## src/rtl/stream_frame_ctrl_if.sv

```systemverilog
// Stream handshake bundle between the frame controller, pixel source, accelerator and sink.
// The master view is the controller; the slave view is its surroundings.
interface stream_frame_ctrl_if #(
    parameter int DW = 8
);
    logic          src_valid;
    logic          src_ready;
    logic          acc_in_valid;
    logic          acc_in_ready;
    logic          acc_out_valid;
    logic [DW-1:0] acc_out_data;
    logic          acc_out_ready;
    logic          snk_valid;
    logic [DW-1:0] snk_data;
    logic          snk_ready;
    logic          snk_eol;
    logic          snk_eof;

    modport master (
        input  src_valid, acc_in_ready, acc_out_valid, acc_out_data, snk_ready,
        output src_ready, acc_in_valid, acc_out_ready, snk_valid, snk_data, snk_eol, snk_eof
    );

    modport slave (
        output src_valid, acc_in_ready, acc_out_valid, acc_out_data, snk_ready,
        input  src_ready, acc_in_valid, acc_out_ready, snk_valid, snk_data, snk_eol, snk_eof
    );
endinterface

```

## src/rtl/stream_frame_ctrl.sv

```systemverilog
// Frame sequencer: starts the accelerator, admits exactly one IMG_W x IMG_H frame on both
// stream sides, tags end-of-line/end-of-frame, pulses stop on drain and watches for stalls.
module stream_frame_ctrl #(
    parameter int IMG_W   = 256,
    parameter int IMG_H   = 256,
    parameter int DW      = 8,
    parameter int TIMEOUT = 4096
) (
    input  logic                clk,
    input  logic                reset,
    input  logic                frame_start,
    output logic                busy,
    output logic                acc_start,
    output logic                stop,
    output logic                err,
    stream_frame_ctrl_if.master sif
);
    localparam int CW = $clog2(IMG_W);
    localparam int RW = $clog2(IMG_H);
    localparam int SW = $clog2(TIMEOUT) + 1;

    localparam logic [CW-1:0] COL_LAST   = CW'(IMG_W - 1);
    localparam logic [RW-1:0] ROW_LAST   = RW'(IMG_H - 1);
    localparam logic [SW-1:0] STALL_LAST = SW'(TIMEOUT - 1);

    typedef enum logic [2:0] {
        S_IDLE  = 3'd0,
        S_START = 3'd1,
        S_RUN   = 3'd2,
        S_DONE  = 3'd3,
        S_ERR   = 3'd4
    } state_t;

    state_t        state_r;
    state_t        state_nx_s;
    logic [CW-1:0] in_col_r;
    logic [RW-1:0] in_row_r;
    logic          in_done_r;
    logic [CW-1:0] out_col_r;
    logic [RW-1:0] out_row_r;
    logic [SW-1:0] stall_r;

    logic in_open_s;
    logic out_open_s;
    logic in_beat_s;
    logic out_beat_s;
    logic in_last_s;
    logic start_s;
    logic progress_s;

    // Counters wrap back to zero on the final pixel, so a separate flag remembers a full input frame.
    assign in_open_s  = (state_r == S_RUN) && !in_done_r;
    assign out_open_s = (state_r == S_RUN);

    assign sif.acc_in_valid  = sif.src_valid & in_open_s;
    assign sif.src_ready     = sif.acc_in_ready & in_open_s;
    assign sif.snk_valid     = sif.acc_out_valid & out_open_s;
    assign sif.acc_out_ready = sif.snk_ready & out_open_s;
    assign sif.snk_data      = DW'(sif.acc_out_data);

    assign in_beat_s  = sif.src_valid & sif.src_ready;
    assign out_beat_s = sif.snk_valid & sif.snk_ready;
    assign progress_s = in_beat_s | out_beat_s;
    assign in_last_s  = (in_col_r == COL_LAST) && (in_row_r == ROW_LAST);

    assign sif.snk_eol = (out_col_r == COL_LAST);
    assign sif.snk_eof = sif.snk_eol && (out_row_r == ROW_LAST);

    assign start_s = frame_start && ((state_r == S_IDLE) || (state_r == S_ERR));

    assign busy      = (state_r != S_IDLE);
    assign acc_start = (state_r == S_START);
    assign stop      = (state_r == S_DONE);
    assign err       = (state_r == S_ERR);

    // State register.
    always_ff @(posedge clk) begin
        if (reset) begin
            state_r <= S_IDLE;
        end else begin
            state_r <= state_nx_s;
        end
    end

    // Next-state selection.
    always_comb begin
        state_nx_s = state_r;
        case (state_r)
            S_IDLE: begin
                if (start_s) begin
                    state_nx_s = S_START;
                end else begin
                    state_nx_s = S_IDLE;
                end
            end
            S_START: state_nx_s = S_RUN;
            S_RUN: begin
                if (out_beat_s && sif.snk_eof) begin
                    // Output cannot legitimately finish before the whole input frame went in.
                    if (in_done_r || (in_beat_s && in_last_s)) begin
                        state_nx_s = S_DONE;
                    end else begin
                        state_nx_s = S_ERR;
                    end
                end else if (!progress_s && (stall_r == STALL_LAST)) begin
                    state_nx_s = S_ERR;
                end else begin
                    state_nx_s = S_RUN;
                end
            end
            S_DONE: state_nx_s = S_IDLE;
            S_ERR: begin
                if (start_s) begin
                    state_nx_s = S_START;
                end else begin
                    state_nx_s = S_ERR;
                end
            end
            default: state_nx_s = S_IDLE;
        endcase
    end

    // Pixel position counters and stall watchdog; all cleared whenever a frame is launched.
    always_ff @(posedge clk) begin
        if (reset || start_s) begin
            in_col_r  <= {CW{1'b0}};
            in_row_r  <= {RW{1'b0}};
            in_done_r <= 1'b0;
            out_col_r <= {CW{1'b0}};
            out_row_r <= {RW{1'b0}};
            stall_r   <= {SW{1'b0}};
        end else begin
            if (in_beat_s) begin
                if (in_col_r == COL_LAST) begin
                    in_col_r <= {CW{1'b0}};
                    in_row_r <= (in_row_r == ROW_LAST) ? {RW{1'b0}} : in_row_r + 1'b1;
                end else begin
                    in_col_r <= in_col_r + 1'b1;
                end
                if (in_last_s) begin
                    in_done_r <= 1'b1;
                end
            end
            if (out_beat_s) begin
                if (out_col_r == COL_LAST) begin
                    out_col_r <= {CW{1'b0}};
                    out_row_r <= (out_row_r == ROW_LAST) ? {RW{1'b0}} : out_row_r + 1'b1;
                end else begin
                    out_col_r <= out_col_r + 1'b1;
                end
            end
            if ((state_r != S_RUN) || progress_s) begin
                stall_r <= {SW{1'b0}};
            end else begin
                stall_r <= stall_r + 1'b1;
            end
        end
    end
endmodule

```

## src/flat_wrapper.sv

```systemverilog
// flat-port wrapper written by rule: the top's interface ports become plain ports
module stream_frame_ctrl_flat 
#(
    parameter int IMG_W   = 256,
    parameter int IMG_H   = 256,
    parameter int DW      = 8,
    parameter int TIMEOUT = 4096
)
  (clk, reset, frame_start, busy, acc_start, stop, err, sif_src_valid, sif_acc_in_ready, sif_acc_out_valid, sif_acc_out_data, sif_snk_ready, sif_src_ready, sif_acc_in_valid, sif_acc_out_ready, sif_snk_valid, sif_snk_data, sif_snk_eol, sif_snk_eof);
  stream_frame_ctrl_if #(.DW(DW)) sif_i ();
  input  logic clk;
  input  logic reset;
  input  logic frame_start;
  output logic busy;
  output logic acc_start;
  output logic stop;
  output logic err;
  input wire logic [$bits(sif_i.src_valid)-1:0] sif_src_valid;
  input wire logic [$bits(sif_i.acc_in_ready)-1:0] sif_acc_in_ready;
  input wire logic [$bits(sif_i.acc_out_valid)-1:0] sif_acc_out_valid;
  input wire logic [$bits(sif_i.acc_out_data)-1:0] sif_acc_out_data;
  input wire logic [$bits(sif_i.snk_ready)-1:0] sif_snk_ready;
  output wire logic [$bits(sif_i.src_ready)-1:0] sif_src_ready;
  output wire logic [$bits(sif_i.acc_in_valid)-1:0] sif_acc_in_valid;
  output wire logic [$bits(sif_i.acc_out_ready)-1:0] sif_acc_out_ready;
  output wire logic [$bits(sif_i.snk_valid)-1:0] sif_snk_valid;
  output wire logic [$bits(sif_i.snk_data)-1:0] sif_snk_data;
  output wire logic [$bits(sif_i.snk_eol)-1:0] sif_snk_eol;
  output wire logic [$bits(sif_i.snk_eof)-1:0] sif_snk_eof;
  assign sif_i.src_valid = sif_src_valid;
  assign sif_i.acc_in_ready = sif_acc_in_ready;
  assign sif_i.acc_out_valid = sif_acc_out_valid;
  assign sif_i.acc_out_data = sif_acc_out_data;
  assign sif_i.snk_ready = sif_snk_ready;
  assign sif_src_ready = sif_i.src_ready;
  assign sif_acc_in_valid = sif_i.acc_in_valid;
  assign sif_acc_out_ready = sif_i.acc_out_ready;
  assign sif_snk_valid = sif_i.snk_valid;
  assign sif_snk_data = sif_i.snk_data;
  assign sif_snk_eol = sif_i.snk_eol;
  assign sif_snk_eof = sif_i.snk_eof;
  stream_frame_ctrl #(.IMG_W(IMG_W), .IMG_H(IMG_H), .DW(DW), .TIMEOUT(TIMEOUT)) u_core (.clk(clk), .reset(reset), .frame_start(frame_start), .busy(busy), .acc_start(acc_start), .stop(stop), .err(err), .sif(sif_i));
endmodule
```

## config.mk

```make
export PLATFORM = sky130hd
export DESIGN_NAME = stream_frame_ctrl_flat
export DESIGN_NICKNAME = d
export VERILOG_FILES = /design/src/rtl/stream_frame_ctrl_if.sv /design/src/rtl/stream_frame_ctrl.sv /design/src/flat_wrapper.sv
export SDC_FILE = /design/constraint.sdc
export NUM_CORES = 1
export LEC_CHECK = 0
export CORE_MARGIN = 5
export CORE_UTILIZATION = 67
export CTS_CLUSTER_DIAMETER = 150
export DETAILED_ROUTE_END_ITERATION = 10
export DONT_BUFFER_PORTS = 1
export PLACE_DENSITY = 0.83
export SYNTH_ARGS = -nofsm -noshare
export SYNTH_HDL_FRONTEND = slang
export SYNTH_SLANG_ARGS = --single-unit
```

## constraint.sdc

```tcl
create_clock -name clk -period 3.3 [get_ports clk]
set_input_delay 0.495 -clock clk [delete_from_list [all_inputs] [get_ports clk]]
set_output_delay 0.495 -clock clk [all_outputs]
set_load 0.1 [all_outputs]
```

Yosys cells after proc, flatten, opt, wreduce, memory -nomap -nowiden
Index checks and enable logic that the tools add are counted.
- logic and storage cells: 58
- register bits: 49
- eq/ne operators: 10
- reductions and logical operators: 19
- add/sub/neg operators: 5
- bitwise operators: 7
- mux-type cells: 10
- operators with widths (cell ; count):
    $add A8 B1 Y8 const B ; 4
    $eq A8 B8 Y1 const B ; 4
    $mux W8 ; 4
    $add A13 B1 Y13 const B ; 1
    $eq A13 B12 Y1 const B ; 1
    $mux W3 ; 4
    $pmux W3 S4 ; 1
    $logic_and A1 B1 Y1 ; 7
    $and A1 B1 Y1 ; 6
    $eq A3 B2 Y1 const B ; 2
    $reduce_and A2 Y1 ; 3
    $logic_or A1 B1 Y1 ; 4
    $eq A3 B1 Y1 const B ; 1
    $eq A3 B3 Y1 const B ; 1
    $logic_not A3 Y1 ; 1
    $ne A3 B2 Y1 const B ; 1
    $reduce_bool A3 Y1 ; 1
    $logic_not A1 Y1 ; 2
    $reduce_or A2 Y1 ; 1
    $mux W1 ; 1
    $or A1 B1 Y1 ; 1

Logic depth before layout (Yosys ltp)
Gate-level depths: netlist of the first run.
- word-level depth: 10
- depth in mapped cells: 7
- mapped depth without buffers: 5

Worst setup path before layout of the first run
No wires, ideal clock.
- kind: flip-flop to flip-flop
- from: register u_core.out_col_r[0]
- to: register u_core.state_r[1]
- clock period less this slack: 4.656 ns
- slack: -1.356 ns
- arrival time: 4.537 ns
- buffers on the path: 0
- setup time: 0.120 ns
- cell stages (with the launch flop): 6
- cell sequence: dfxtp_1 -> ha_1 -> nand3_1 -> nor4_1 -> o2111ai_1 -> a22o_1
- word-level cells in the longest chain between the ends: 5
- ends and longest elaborated chain (what ; line ; source):
    start: declaration ; stream_frame_ctrl.sv:39 ; logic [CW-1:0] out_col_r;
    start signal: assignment ; stream_frame_ctrl.sv:129 ; out_col_r <= {CW{1'b0}};
    start signal: assignment ; stream_frame_ctrl.sv:146 ; out_col_r <= {CW{1'b0}};
    start signal: assignment ; stream_frame_ctrl.sv:149 ; out_col_r <= out_col_r + 1'b1;
    $eq A8 B8 Y1 ; stream_frame_ctrl.sv:66 ; assign sif.snk_eol = (out_col_r == COL_LAST);
    $logic_and A1 B1 Y1 ; stream_frame_ctrl.sv:67 ; assign sif.snk_eof = sif.snk_eol && (out_row_r == ROW_LAST);
    via sif_snk_eof ; flat_wrapper.sv:29 ; output wire logic [$bits(sif_i.snk_eof)-1:0] sif_snk_eof;
    $logic_and A1 B1 Y1 ; stream_frame_ctrl.sv:98 ; if (out_beat_s && sif.snk_eof) begin
    $mux W3 ; stream_frame_ctrl.sv:98 ;
    $pmux W3 S4 ; stream_frame_ctrl.sv:88 ; case (state_r)
    end signal: assignment ; stream_frame_ctrl.sv:81 ; state_r <= state_nx_s;
    end: declaration ; stream_frame_ctrl.sv:34 ; state_t state_r;
The timed path passes the listed nets, and every way through them passes these cells.
A chain may end at the register's enable or synchronous reset.

Worst setup path after layout of the first run
- from: register u_core.state_r[1]
- to: output sif_src_ready
- word-level cells in the longest chain between the ends: 3
- ends and longest elaborated chain (what ; line ; source):
    $eq A3 B2 Y1 ; stream_frame_ctrl.sv:52 ; assign in_open_s = (state_r == S_RUN) && !in_done_r;
    $logic_and A1 B1 Y1 ; stream_frame_ctrl.sv:52 ;
    $and A1 B1 Y1 ; stream_frame_ctrl.sv:56 ; assign sif.src_ready = sif.acc_in_ready & in_open_s;
    end: declaration ; flat_wrapper.sv:23 ; output wire logic [$bits(sif_i.src_ready)-1:0] sif_src_ready;
Every way passes these cells.

==> reports/results.tsv, run 1 <==
stage	metric	value	unit
layout	drive_gt1_frac	0.08651	
clock_tree	clk_latency	0.30	ns
worst_setup_path	r2r_cells	4	
worst_setup_path	path_depth	3	
floorplanning	initial_core_util	0.6829	
power_and_ir_drop	finalPower	1017	uW
flow_run	drv_cap	0	
route	finalWirelength	4972	um
layout	fin_cells	337	
floorplanning	fp.dieH	70.86	um
route	wire_per_inst	14.75	um
place	numPortBuffers	0	
place	post-place-ws	0.9383	ns
route	drtPass1Iterations	4	
synthesis	ys_warn_count	0	
synthesis	syn_avg_cell_area	8.497	um^2
timing	slew_headroom	0.3393	
synthesis	synth_area_leaders	dfxtp_1, nor2_1, xnor2_1	
place	dp.cells	330	
route	drt-vias-per-instance	6.030	
layout	antenna_cells	0	
global_route	grt_pass1_wl	8638	um
layout	fillCellCount	282	
worst_setup_path	cpPeakStageDelay	0.58	ns
worst_setup_path	crit_fanout	10	
global_route	grt_max_degree	17	
timing	hold_violations	0	
clock_tree	clkSinkCount	49	
floorplanning	fp.dieW	70.86	um
floorplanning	pin_count	33	
worst_setup_path	critPathSlowestCell	dfxtp_1	
synthesis	synth_top_area_share	0.3954	
timing	period_share	0.7447	
min_path	holdCritPathClass	in2reg	
global_route	antenna_found_initial	0	
timing	worst_pin_slew	0.9945	ns
layout	final_core_util	0.7390	
synthesis	syn_area	2481	um^2
floorplanning	die_area	5020	um^2
place	dp_hpwl	3569	um
route	vias	2032	
place	gp_congestion	0.8393	
route	drc	0	
clock_tree	clockBufferDepth	2	
global_route	gr-total-overflow	0	
synthesis	synth_edf_count	0	
synthesis	synth.largest_area_cell	dfxtp_1	
route	ant_nets	0	
clock_tree	cts-root-buf	clkbuf_8	
power_and_ir_drop	p_leak	0.0008690	uW
worst_setup_path	crit_required	2.80	ns
timing	layout_setup_ws	0.8425	ns
global_route	grt_pass1_vias	1946	
worst_setup_path	critPathTopFamily	simple AND/OR/NAND/NOR gates	
worst_setup_path	startpoint_type	flip-flop	
clock_tree	path_clk_slew	0.08	ns
worst_setup_path	worstPathCellList	nor3b_1, and3_1, buf_4	
timing	min_period	2.458	ns
clock_tree	numCtsBuffers	5	
synthesis	synth_cell_types	46	
synthesis	synth_fp_nets	312	
clock_tree	cts_resized	0	
power_and_ir_drop	peakVddDrop	0.0003339	V
route	drt_iter0_drc	126	
synthesis	synthArstFlopShare	0	
status	outcome	finished clean	
clock_tree	cts-hold-fix-buffers	0	
timing	fin_skew	0.008157	ns
power_and_ir_drop	power_density	378.8	nW/um^2
worst_setup_path	crit_path_end_kind	primary output	
layout	syn_to_final_growth	8.220	%
timing	rsz0062_at_grt	no	
synthesis	ys_seq_elements	49	
min_path	whs_path_depth	1	
timing	timing.fmax	406.9	MHz
worst_setup_path	cp.arrival	1.96	ns
global_route	grt_usage	0.2078	
worst_setup_path	worst-path-buf-inv	1	
timing	report.final.slew_viol_count	0	
synthesis	syn_inst	292	
timing	fin_tns_setup	0	ns
timing	finalSetupViolations	0	
clock_tree	htree_levels	2	
synthesis	synth_ff_type	dfxtp_1	
worst_setup_path	path_class	reg2out	
floorplanning	core	3633	um^2
floorplanning	rows	22	
clock_tree	tritoncts	yes	
layout	final_nets	309	
clock_tree	cts_setup_buffers	0	
synthesis	yosysSeqAreaShare	0.3954	
==> logic make-up (layout without fill, tap and decap cells) <==
| group | Yosys count | in the layout | share of synthesized area |
|---|---|---|---|
| adders and majority gates | 6 | 6 | 0.02925 |
| xor gates and xnor gates | 24 | 24 | 0.08472 |
| muxes | 2 | 2 | 0.008573 |
| DFF | 49 | 49 | 0.3954 |
| and+or+nand+nor | 144 | 144 | 0.3283 |
| buffers and inverters | 27 | 24 | 0.05749 |
| AOI/OAI and AO/OA | 40 | 40 | 0.09632 |
==> layout by cell type (no fill, tap or decap), types with 6 or more instances in the layout <==
cell	instances
dfxtp_1	49
nor2_1	35
nand2_1	17
a21oi_1	17
nand4_1	16
nand3_1	16
xnor2_1	14
xor2_1	10
or3_1	9
inv_1	9
nor3_1	9
or4_1	6
clkbuf_8	6
==> through the flow <==
step	instance area, um^2	hold WS [ns]
2_1_floorplan	2492	0.4379
3_3_place_gp	2599	0.4538
3_5_place_dp	2599	0.4686
4_1_cts	2685	0.2502
5_1_grt	2685	0.2464
6_report	2685	0.2566
==> registers in the layout, indices dropped and copies added, names as in the netlist <==
name	cells
u_core.in_col_r	8
u_core.in_done_r	1
u_core.in_row_r	8
u_core.out_col_r	8
u_core.out_row_r	8
u_core.stall_r	13
u_core.state_r	3
==> cell type report <==
cell class | count | area [um^2] | area share
Multi-Input combinational cell | 216 | 1406 | 0.5238
Sequential cell | 49 | 980.9 | 0.3653
Timing Repair Buffer | 8 | 117.6 | 0.04380
Clock buffer | 7 | 86.33 | 0.03215
Tap cell | 48 | 60.06 | 0.02237
Inverter | 9 | 33.78 | 0.01258
==> worst register-to-register path: stages (launching register included) <==
cell	delay (ns)
dfxtp_1	0.58
nor4bb_4	0.73
nand3_1	0.34
or4_1	0.55
a21oi_1	0.15
==> metal layers <==
metal	track usage	up-vias	wire, um
met5	0	-	0
met4	0.07307	0	38
met3	0.04688	6	256
met2	0.3460	43	2435
met1	0.2643	944	2242
li1	-	1039	-
==> power breakdown <==
group          leakage, uW  switching, uW  total, uW  internal, uW
combinational     0.000430           50.2       67.7          17.6
clock            0.0000443            185        351           167
sequential        0.000395           5.27        598           593
==> synthesized netlist by cell type, types with 2 or more instances <==
| cell type | n |
|---|---|
| o21a_1 | 2 |
| nand4_1 | 16 |
| buf_2 | 3 |
| nand2_1 | 17 |
| a21oi_1 | 17 |
| a31oi_1 | 2 |
| and2_1 | 4 |
| and4_1 | 3 |
| dfxtp_1 | 49 |
| buf_4 | 8 |
| or3_1 | 9 |
| or2_2 | 2 |
| xnor2_1 | 14 |
| nor2_1 | 36 |
| nand3b_1 | 2 |
| clkbuf_1 | 6 |
| o21ai_0 | 5 |
| nor3b_1 | 4 |
| a211oi_1 | 2 |
| or3b_1 | 2 |
| nand3_1 | 16 |
| o21ai_1 | 3 |
| nor3_1 | 9 |
| and3_1 | 4 |
| nor4_1 | 6 |
| ha_1 | 5 |
| o31ai_1 | 5 |
| xor2_1 | 10 |
| or4_1 | 6 |
| inv_1 | 9 |
==> final timing paths <==
| check | slack, ns | end | startpoint |
|---|---|---|---|
| hold reg to reg | 0.49 | u_core.in_row_r[6] | u_core.in_row_r[6] |
| hold / removal | 0.26 | u_core.state_r[2] | reset |
| setup reg to reg | 0.90 | u_core.out_row_r[5] | u_core.state_r[1] |
| setup / recovery | 0.84 | sif_src_ready | u_core.state_r[1] |
Note: power is estimated with default switching activity, not from simulation.
==> run 2, diff against run 1 <==
Settings changed: CORE_UTILIZATION 67 to 56, PLACE_DENSITY 0.83 to 0.74.
Clock period 3.3 ns to 2 ns, I/O delays scaled along.
==> reports/results.tsv, run 2 (same netlist as run 1, synthesis figures left out) <==
stage	metric	value	unit
status	outcome	finished clean	
clock_tree	clk_latency	0.30	ns
global_route	use_met2	0.3185	
floorplanning	rows	24	
route	vias	2143	
global_route	antenna_found_initial	0	
power_and_ir_drop	p_comb_frac	0.079	
worst_setup_path	ff2ff_setup_slack	0.08	ns
place	gp_congestion	0.8131	
timing	rsz0062_at_grt	yes	
floorplanning	fp.dieW	76.56	um
worst_setup_path	startpoint	u_core.state_r[1]	
place	dp.cells	363	
place	placed_area	2873	um^2
timing	finalHoldWorstSlack	0.06182	ns
place	dp_hpwl	4015	um
floorplanning	die_area	5861	um^2
global_route	grt_pass1_wl	9273	um
layout	drive_gt1_frac	0.2250	
power_and_ir_drop	p_leak	0.001031	uW
timing	hold_violations	0	
timing	fin_skew	0.007222	ns
route	wire_per_inst	14.32	um
min_path	holdCritPathClass	in2reg	
power_and_ir_drop	internal-power	1435	uW
power_and_ir_drop	seqPwrFrac	0.529	
layout	antenna_cells	0	
worst_setup_path	r2r-end	u_core.in_row_r[7]	
route	drt-vias-per-instance	5.761	
power_and_ir_drop	peakVddDrop	0.0004332	V
timing	finalSetupViolations	0	
timing	min_period	1.945	ns
layout	final_common_cell	dfxtp_1	
timing	report.final.slew_viol_count	0	
power_and_ir_drop	p_sw	419.2	uW
power_and_ir_drop	power_density	609.8	nW/um^2
route	drt_iter0_drc	152	
layout	largest_reg_flops	13	
clock_tree	htree_levels	2	
flow_run	drv_cap	0	
layout	regMostFlops	u_core.stall_r	
timing	slew_headroom	0.6882	
power_and_ir_drop	finalPower	1854	uW
global_route	gr-max-usage-layer	met2	
place	numPortBuffers	0	
timing	layout_setup_ws	0.05522	ns
route	finalWirelength	5326	um
timing	worst_pin_slew	0.4667	ns
timing	period_share	0.9724	
global_route	grt_max_degree	16	
worst_setup_path	path_class	reg2out	
route	drc	0	
global_route	grt_usage	0.1871	
layout	syn_to_final_growth	22.54	%
clock_tree	numCtsBuffers	5	
route	drtPass1Iterations	4	
global_route	grt_use_met1	0.2371	
clock_tree	cts-hold-fix-buffers	0	
power_and_ir_drop	swShare	0.2261	
layout	mostFrequentLayoutCells	dfxtp_1, nor2_1, buf_4	
global_route	grtUsageMet3	0.04728	
global_route	gr-total-overflow	0	
clock_tree	clockBufferDepth	2	
route	ant_nets	0	
clock_tree	cts-root-buf	clkbuf_8	
worst_setup_path	r2r_cells	4	
power_and_ir_drop	power_frac_clock	0.392	
layout	fin_cells	372	
min_path	whs_path_depth	1	
layout	final_nets	339	
floorplanning	initial_core_util	0.5738	
min_path	worstHoldStart	reset	
worst_setup_path	crit_path_end_kind	primary output	
floorplanning	pin_count	33	
worst_setup_path	crit_fanout	7	
place	post-place-ws	-0.05034	ns
timing	timing.fmax	514.2	MHz
floorplanning	core	4324	um^2
worst_setup_path	startpoint_type	flip-flop	
clock_tree	tritoncts	yes	
clock_tree	clkSinkCount	49	
min_path	hold_path_end	u_core.state_r[2]	
worst_setup_path	crit_required	1.70	ns
floorplanning	fp.dieH	76.56	um
global_route	grt_pass1_vias	2016	
layout	stdcell_area	3040	um^2
worst_setup_path	timing.rr.start	u_core.state_r[2]	
clock_tree	path_clk_slew	0.09	ns
worst_setup_path	cp.arrival	1.64	ns
[run 2: cell count changes in the layout (fill, tap and decap cells not counted), sizes merged]
cell,delta
bufinv,+1
buf,+30
[run 2: metal layers]
layer	share of wire	up-vias
li1	-	1094
met1	0.48	1016
met2	0.48	28
met3	0.037	5
met4	0.0062	0
met5	0	-
[run 2: worst max path at each step]
stage | endpoint | slack [ns] | cells past startpoint
floorplan | u_core.out_col_r[1] | -0.38 | 5
global placement | u_core.in_row_r[7] | -0.01 | 5
detailed placement | u_core.in_row_r[5] | -0.05 | 5
CTS | sif_snk_eof | 0.004 | 3
global route | sif_snk_valid | -0.01 | 4
finish | sif_src_ready | 0.06 | 6
[run 2: what timing repair did]
action | in CTS | in global routing
buffers inserted | 0 | 1
pin swaps | 0 | 2
endpoints found under the setup margin | 11 | 14
gates resized for setup | 5 | 7
cloned | 0 | 0
[run 2: critical path: stages (launching register included)]
cell and delay, ns:
dfxtp_4 0.38, buf_4 0.11, buf_6 0.12, nor3b_2 0.18, buf_4 0.17, and3_4 0.21
buf_12 0.17
[run 2: power by group through the flow]
stage	Sequential, uW	Combinational, uW	Clock, uW
global placement	1000	142	0
detailed placement	1000	142	0
global route	982	155	791
finish	981	147	726
CTS	981	144	743
floorplan	1000	175	0
[run 2: cell type report]
type,instances,area [um^2]
Sequential cell,49,989.7
Inverter,9,33.78
Multi-Input combinational cell,216,1471
Timing Repair Buffer,38,364.1
Fill cell,350,1284
Clock inverter,1,30.03
Clock buffer,7,86.33
Tap cell,52,65.06
[run 2: per-stage QoR]
step | utilization | setup TNS, ns
2_1_floorplan | - | -2.902
3_3_place_gp | 0.6644 | -0.02462
3_5_place_dp | 0.6644 | -0.1867
4_1_cts | 0.6953 | 0
5_1_grt | 0.7031 | -0.01735
6_report | 0.7031 | 0
==> run 3, diff against run 2 <==
--- a/constraint.sdc
+++ b/constraint.sdc
@@ -3,2 +3,2 @@
 set_output_delay 0.3 -clock clk [all_outputs]
-set_load 0.1 [all_outputs]
+set_load 0.05 [all_outputs]
==> reports/results.tsv, run 3 (same netlist as run 1, synthesis figures left out) <==
stage	metric	value	unit
min_path	hold_path_end	u_core.state_r[2]	
flow_run	drv_cap	0	
clock_tree	tritoncts	yes	
worst_setup_path	r2r-end	u_core.in_row_r[7]	
floorplanning	initial_core_util	0.5738	
timing	rsz0062_at_grt	no	
clock_tree	clk_latency	0.30	ns
route	wire_per_inst	14.20	um
status	outcome	finished clean	
worst_setup_path	cp.arrival	1.62	ns
worst_setup_path	r2r_cells	4	
place	numPortBuffers	0	
worst_setup_path	crit_fanout	6	
power_and_ir_drop	p_leak	0.0009826	uW
worst_setup_path	crit_path_end_kind	primary output	
worst_setup_path	startpoint_type	flip-flop	
place	dp_hpwl	3954	um
clock_tree	clkSinkCount	49	
layout	regMostFlops	u_core.stall_r	
power_and_ir_drop	power_density	579.7	nW/um^2
timing	min_period	1.922	ns
floorplanning	fp.dieW	76.56	um
global_route	gr-total-overflow	0	
place	post-place-ws	-0.07130	ns
clock_tree	path_clk_slew	0.09	ns
global_route	grt_pass1_wl	9170	um
timing	finalSetupViolations	0	
global_route	grt_usage	0.1854	
layout	final_common_cell	dfxtp_1	
floorplanning	rows	24	
timing	hold_violations	0	
route	drt_iter0_drc	168	
worst_setup_path	ff2ff_setup_slack	0.08	ns
timing	report.final.slew_viol_count	0	
route	drtPass1Iterations	4	
power_and_ir_drop	peakVddDrop	0.0003544	V
floorplanning	core	4324	um^2
route	drt-vias-per-instance	5.804	
layout	largest_reg_flops	13	
layout	drive_gt1_frac	0.1778	
min_path	whs_path_depth	1	
min_path	holdCritPathClass	in2reg	
layout	antenna_cells	0	
global_route	grt_max_degree	16	
min_path	worstHoldStart	reset	
worst_setup_path	path_class	reg2out	
layout	final_nets	334	
timing	worst_pin_slew	0.5315	ns
route	ant_nets	0	
timing	slew_headroom	0.6469	
clock_tree	cts-root-buf	clkbuf_8	
timing	period_share	0.9610	
clock_tree	clockBufferDepth	2	
timing	layout_setup_ws	0.07797	ns
timing	fin_skew	0.005898	ns
clock_tree	numCtsBuffers	5	
worst_setup_path	timing.rr.start	u_core.state_r[2]	
route	vias	2130	
clock_tree	cts-hold-fix-buffers	0	
layout	mostFrequentLayoutCells	dfxtp_1, nor2_1, buf_4	
place	placed_area	2758	um^2
layout	stdcell_area	2874	um^2
global_route	antenna_found_initial	0	
place	gp_congestion	0.8270	
worst_setup_path	crit_required	1.70	ns
floorplanning	pin_count	33	
floorplanning	die_area	5861	um^2
route	finalWirelength	5213	um
floorplanning	fp.dieH	76.56	um
clock_tree	htree_levels	2	
global_route	grt_pass1_vias	2031	
route	drc	0	
layout	syn_to_final_growth	15.83	%
timing	timing.fmax	520.3	MHz
[run 3: changes by cell type in the layout (fill, tap and decap cells not counted), sizes merged]
| cell | delta |
|---|---|
| bufinv | -1 |
| clkinvlp | +2 |
| clkbuf | -2 |
| buf | -4 |
[run 3: timing repair]
| action | CTS | global route |
|---|---|---|
| resized for setup | 3 | 3 |
| endpoints found under the setup margin | 12 | 11 |
| buffers inserted | 1 | 0 |
| cloned | 0 | 0 |
| pin swaps | 1 | 2 |
[run 3: how the worst max path moves through the flow]
stage | from | end | slack (ns) | depth (start not counted)
floorplan | u_core.state_r[0] | u_core.state_r[1] | -0.03 | 3
global placement | u_core.in_col_r[1] | u_core.in_row_r[7] | -0.03 | 5
detailed placement | u_core.in_col_r[1] | u_core.in_row_r[5] | -0.07 | 5
CTS | u_core.in_col_r[1] | u_core.in_row_r[5] | 0.004 | 5
global route | u_core.out_row_r[0] | sif_snk_eof | 0.003 | 4
finish | u_core.state_r[1] | sif_src_ready | 0.08 | 5
[run 3: final cells by class]
cell class | instances | area, um^2
clock buffer | 6 | 72.57
clock inverter | 2 | 15.01
fill | 374 | 1450
inverter | 9 | 33.78
multi-input combinational | 216 | 1416
sequential | 49 | 982.2
tap | 52 | 65.06
timing repair buffer | 33 | 289.0
[run 3: where the power goes]
| part | switching (uW) | internal, uW | leakage, uW |
|---|---|---|---|
| logic | 68.9 | 39.4 | 0.000550 |
| registers | 4.07 | 978 | 0.000395 |
| clock network | 329 | 247 | 0.0000374 |
| total | 402 | 1260 | 0.000983 |
[run 3: worst max-delay path: stages, from the launching register on]
cell and delay [ns]:
dfxtp_2 0.40, buf_4 0.17, nor3b_2 0.24, buf_4 0.17, and3_1 0.20, buf_12 0.14
[run 3: layer usage]
metal,GRT usage,up-vias,part of all wire
li1,-,1084,-
met1,0.2347,1001,0.46
met2,0.2988,33,0.49
met3,0.04846,12,0.041
met4,0.07343,0,0.018
met5,0,-,0
[run 3: metrics by stage]
| stage | util | power [uW] | hold slack (ns) | TNS [ns] | instances |
|---|---|---|---|---|---|
| finish | 0.6646 | 1666 | 0.05644 | 0 | 367 |
| global route | 0.6646 | 1750 | 0.03913 | 0 | 367 |
| CTS | 0.6620 | 1678 | 0.05749 | 0 | 367 |
| detailed placement | 0.6377 | 1112 | 0.3778 | -0.2757 | 358 |
| global placement | 0.6377 | 1112 | 0.3757 | -0.08318 | 358 |
| floorplan | - | 1120 | 0.3728 | -0.03177 | 292 |
